`config.mk`:
```
export PLATFORM = sky130hd
export DESIGN_NAME = hilo_muldiv_unit
export DESIGN_NICKNAME = d
export VERILOG_FILES = /design/src/rtl/hilo_muldiv_unit.sv
export SDC_FILE = /design/constraint.sdc
export NUM_CORES = 1
export LEC_CHECK = 0
export ABC_AREA = 1
export BUFFER_PORTS_ARGS = -buffer_cell sky130_fd_sc_hd__buf_4
export CELL_PAD_IN_SITES_DETAIL_PLACEMENT = 1
export CELL_PAD_IN_SITES_GLOBAL_PLACEMENT = 1
export CORE_ASPECT_RATIO = 0.6
export CORE_MARGIN = 3
export CORE_UTILIZATION = 36
export CTS_CLUSTER_SIZE = 12
export DETAILED_ROUTE_END_ITERATION = 10
export PLACE_DENSITY_LB_ADDON = 0.1
export SLEW_MARGIN = 20
export SYNTH_ARGS = -nofsm -noshare
export SYNTH_HDL_FRONTEND = slang
export SYNTH_SLANG_ARGS = --single-unit
```
`constraint.sdc`:
```
create_clock -name clk_i -period 3.2 [get_ports clk_i]
set_input_delay 0.48 -clock clk_i [delete_from_list [all_inputs] [get_ports clk_i]]
set_output_delay 0.48 -clock clk_i [all_outputs]
set_load 0.02 [all_outputs]
```
`src/rtl/hilo_muldiv_unit.sv`:
```
// HI/LO register stage behind the EX ALU: captures multiply results, handles MTHI/MTLO,
// and runs a 1-bit-per-cycle restoring divider that writes quotient to LO and remainder to HI.
module hilo_muldiv_unit #(
  parameter int DATA_W = 32
) (
  input  logic              clk_i,
  input  logic              rst_ni,
  input  logic              op_valid_i,
  input  logic [2:0]        op_i,
  input  logic [DATA_W-1:0] x_i,
  input  logic [DATA_W-1:0] y_i,
  input  logic [DATA_W-1:0] alu_lo_i,
  input  logic [DATA_W-1:0] alu_hi_i,
  output logic              busy_o,
  output logic              done_o,
  output logic              div_zero_o,
  output logic [DATA_W-1:0] hi_o,
  output logic [DATA_W-1:0] lo_o
);

  localparam int CNT_W = $clog2(DATA_W);

  localparam logic [2:0] OP_MULT = 3'b001;
  localparam logic [2:0] OP_DIV  = 3'b010;
  localparam logic [2:0] OP_DIVU = 3'b011;
  localparam logic [2:0] OP_MTHI = 3'b100;
  localparam logic [2:0] OP_MTLO = 3'b101;

  typedef enum logic [1:0] {
    S_IDLE = 2'd0,
    S_RUN  = 2'd1,
    S_FIX  = 2'd2
  } state_e;

  state_e            state_q;
  logic [CNT_W-1:0]  cnt_q;
  logic [DATA_W-1:0] hi_q, lo_q;
  logic [DATA_W-1:0] dvd_q, dvs_q, rem_q;
  logic              sx_q, sy_q;
  logic              busy_q, done_q, div_zero_q;

  logic              x_neg, y_neg;
  logic [DATA_W-1:0] x_abs, y_abs;
  logic [DATA_W:0]   rem_shift, rem_diff;
  logic              q_bit;
  logic [DATA_W-1:0] rem_d, dvd_d;
  logic [DATA_W-1:0] quo_fix, rem_fix;

  // Signed divides run on magnitudes; the signs are restored in FIX.
  assign x_neg = (op_i == OP_DIV) && x_i[DATA_W-1];
  assign y_neg = (op_i == OP_DIV) && y_i[DATA_W-1];
  assign x_abs = x_neg ? -x_i : x_i;
  assign y_abs = y_neg ? -y_i : y_i;

  // The dividend register shifts out its msb and shifts in quotient bits, ending as the quotient.
  assign rem_shift = {rem_q, dvd_q[DATA_W-1]};
  assign rem_diff  = rem_shift - {1'b0, dvs_q};
  assign q_bit     = ~rem_diff[DATA_W];
  assign rem_d     = q_bit ? rem_diff[DATA_W-1:0] : rem_shift[DATA_W-1:0];
  assign dvd_d     = {dvd_q[DATA_W-2:0], q_bit};

  assign quo_fix = (sx_q ^ sy_q) ? -dvd_q : dvd_q;
  assign rem_fix = sx_q ? -rem_q : rem_q;

  always_ff @(posedge clk_i or negedge rst_ni) begin
    if (!rst_ni) begin
      state_q    <= S_IDLE;
      cnt_q      <= '0;
      hi_q       <= '0;
      lo_q       <= '0;
      dvd_q      <= '0;
      dvs_q      <= '0;
      rem_q      <= '0;
      sx_q       <= 1'b0;
      sy_q       <= 1'b0;
      busy_q     <= 1'b0;
      done_q     <= 1'b0;
      div_zero_q <= 1'b0;
    end else begin
      done_q <= 1'b0;
      unique case (state_q)
        S_IDLE: begin
          if (op_valid_i) begin
            case (op_i)
              OP_MULT: begin
                hi_q <= alu_hi_i;
                lo_q <= alu_lo_i;
              end
              OP_MTHI: hi_q <= x_i;
              OP_MTLO: lo_q <= x_i;
              OP_DIV, OP_DIVU: begin
                dvd_q      <= x_abs;
                dvs_q      <= y_abs;
                sx_q       <= x_neg;
                sy_q       <= y_neg;
                div_zero_q <= (y_i == '0);
                rem_q      <= '0;
                cnt_q      <= CNT_W'(DATA_W - 1);
                busy_q     <= 1'b1;
                state_q    <= S_RUN;
              end
              default: ;
            endcase
          end
        end
        S_RUN: begin
          rem_q <= rem_d;
          dvd_q <= dvd_d;
          if (cnt_q == '0) begin
            state_q <= S_FIX;
          end else begin
            cnt_q <= cnt_q - 1'b1;
          end
        end
        S_FIX: begin
          lo_q    <= quo_fix;
          hi_q    <= rem_fix;
          done_q  <= 1'b1;
          busy_q  <= 1'b0;
          state_q <= S_IDLE;
        end
        default: state_q <= S_IDLE;
      endcase
    end
  end

  assign busy_o     = busy_q;
  assign done_o     = done_q;
  assign div_zero_o = div_zero_q;
  assign hi_o       = hi_q;
  assign lo_o       = lo_q;

endmodule

```
==> impl_metrics.ini <==
[die]
fp.dieArea_um2 = 42600
initial_core_util_pct = 36.7
rows = 56
dieHeight_um = 161
core-area_um2 = 39300
ios = 201
die_w_um = 265

[sta]
hold_violations = 0
tns_ns = 0
rsz0062_at_grt = no
setup_violations = 0
slew_violations = 0
min_period_over_period_pct = 85.8
maxSlewHeadroom_pct = 39.6
setup_ws_ns = 0.453
finClkSkew_ns = 0.0153
period_needed_ns = 2.75
clock.fmax_mhz = 364
worst_pin_slew_ns = 0.904

[yosys]
synth_common_cells = nand2_1, inv_1, nor2_1
synth.distinct_cells = 45
async_reset_ff_share_pct = 100
ys_warn_count = 0
netlist.area_leader.share_pct = 29.8
netlist_instances = 2338
yosysMostFrequentCell = nand2_1
syn_avg_cell_area_um2 = 6.18
syn_nets = 2511
synth_seq_cells = 172
yosysTopAreaCell = dfrtp_1
ys.flop_type = dfrtp_1
seq_area_frac_synth_pct = 29.8
syn_area_um2 = 14400
synth_edf_count = 0
synthTopCellsByArea = dfrtp_1, nand2_1, inv_1, nand3_1, o21ai_0

[power_and_ir_drop]
p_leak_nw = 8.64
power.density_nw_per_um2 = 1160
vdd_drop_max_mv = 0.443
total_power_mw = 19.9

[detailed_routing]
route.detailed.wl_per_inst_um = 21.4
drtIter0Drc = 1730
vias = 16700
drt_pass1_iterations = 5
routed_wl_um = 65300
antenna_left = 0
remaining_drc_errors = 0
avgViaCountPerCell = 5.50

[global_routing]
grt_max_degree = 59
grtUsageTotal_pct = 30.5
grt_use_met3_pct = 7.60
first_global_vias = 16400
use_met2_pct = 41.8
gr-max-usage-layer = met1
grtUsageMet1_pct = 48.0
antenna_found_initial = 3
grt_pass1_wl_um = 99800
overflow = 0

[cells_and_area]
layout-drive-gt1-share_pct = 12.3
multi_input_area_um2 = 8560
syn_to_final_growth_pct = 18.6
final_util_pct = 43.6
fillCellCount = 5271
diodes = 0
fin_nets = 2681
regArea_um2 = 4300
fin_cells = 3043

[placement]
dp_slack_ns = 0.510
dp_hpwl_um = 52800
dp.cells = 3010
routabilityCongestion = 0.948
io_buffer_count = 200

[worst_setup_path]
r2r_start = dvd_q[31]
crit_path_max_fanout = 16
required_ns = 3.56
slowest_stage = fa_1
reg2reg_to = rem_q[16]
start_kind = flop
r2r_slack_ns = 0.45
path_class = flop to flop
slowest_delay_ns = 0.42
crit_path_end_kind = flop
arrival_ns = 3.11
timing.critical_path.cells = inv_1 > ha_1 > fa_1 > inv_1 > nand2_1 > nand2_1 > nand3_1 > nand2_2 > nand2_2 > nand2_2 > nand2_4 > nand2_4 > nand2_4 > nand2_4 > nand2_1 > nand3_1 > nand2_1
cpLargestDelayFamily = simple AND/OR/NAND/NOR gates
rr_worst_depth = 17
critical_path_buf_inv_count = 2

[min_path]
holdCritStartpoint = y_i[28]
holdCritPathClass = input port to flop
hold_end = dvs_q[28]
min_path_cells = 3

[clocking]
cts_buffers = 17
htree_levels = 4
cts_tree = done
clock_latency_ns = 0.48
cts_root_buffer = clkbuf_16
ctsResizeCount = 0
clock-sinks = 172
clkSlewWorstSetupHoldPaths_ns = 0.08
cts_buffer_depth = 2

[flow_run]
maxCapViolations = 0

[outcome]
status = complete, no violations
## placed cells by master, fill, tap and decap left out, types with 5 or more instances in the layout
master     instances
inv_2             13
ha_1              38
nand4_1           24
dfrtp_1          172
nor2_2             6
o21ai_1            8
nand3b_1          17
o31ai_1            5
inv_1            309
o211ai_1          32
o21ai_0          194
o21bai_1           7
nor2_1           233
a31oi_1           34
xor2_1            40
nor3_1            23
nand2_1          691
nand2_2            5
nand3_1          227
xnor2_1           11
clkbuf_16         17
nor4_1             8
a21oi_1          122
inv_6              5
buf_4            227
## sequential cells by signal, summed over array words and instances (netlist names)
register / flops
dvd_q: 32
dvs_q: 32
hi_o: 32
lo_o: 32
rem_q: 32
cnt_q: 5
state_q: 2
busy_o: 1
div_zero_o: 1
done_o: 1
sx_q: 1
sy_q: 1
## power by group
group	switching, mW	total (mW)	internal, mW
clock	1.11	2.24	1.13
sequential	1.02	4.28	3.26
combinational	9.12	13.4	4.30
## cell families (layout without fill, tap and decap cells)
| group | count (synthesis) | in the layout | synth area share [%] |
|---|---|---|---|
| buffers and inverters | 406 | 589 | 11.0 |
| DFF | 172 | 172 | 29.8 |
| and+or+nand+nor | 1256 | 1256 | 37.0 |
| AOI/OAI and AO/OA | 414 | 414 | 15.7 |
| adders and majority gates | 39 | 39 | 3.43 |
| xor gates and xnor gates | 51 | 51 | 3.09 |
## metrics by stage
step                hold WS (ns)  cell area [µm²]
floorplan                  0.184            14400
global placement           0.462            16500
detailed placement         0.475            16500
CTS                        0.305            17100
global route               0.318            17100
finish                     0.318            17100
## routing by layer
| layer | vias up | wire (µm) | share of wire (%) |
|---|---|---|---|
| li1 | 7888 | - | - |
| met1 | 8184 | 33200 | 51 |
| met2 | 606 | 25500 | 39 |
| met3 | 48 | 5720 | 8.8 |
| met4 | 0 | 839 | 1.3 |
| met5 | - | 0 | 0 |
## worst max-delay path by stage
stage | startpoint | cells past startpoint | end | slack (ns)
floorplan | dvd_q[31] | 18 | rem_q[7] | 0.98
CTS | dvd_q[31] | 17 | rem_q[16] | 0.50
finish | dvd_q[31] | 17 | rem_q[16] | 0.45
global placement | dvd_q[31] | 17 | rem_q[8] | 0.64
global route | dvd_q[31] | 17 | rem_q[1] | 0.26
detailed placement | dvd_q[31] | 17 | rem_q[8] | 0.51
## what timing repair did
action,CTS,global route
setup buffers,0,0
hold buffers,1,0
endpoints found under the hold margin,46,0
setup endpoints to repair,0,0
## worst register-to-register path: cells and delay by family (launching register included)
| kind | cells | cell delay, ns |
|---|---|---|
| flip-flops | 1 | 0.38 |
| adder cells (fa/ha/maj) | 2 | 0.69 |
| buffers and inverters | 2 | 0.27 |
| AND/OR/NAND/NOR | 13 | 1.30 |
## final cells by class
type                    instances  area share, %
multi-input cells            1760           50.0
flip-flops and latches        172           25.1
repair buffers                233           10.6
inverters                     324           7.10
well taps                     522           3.81
clock buffers                  18           2.56
clock inverters                14          0.869
No activity file was read; power rests on OpenSTA's default activity.
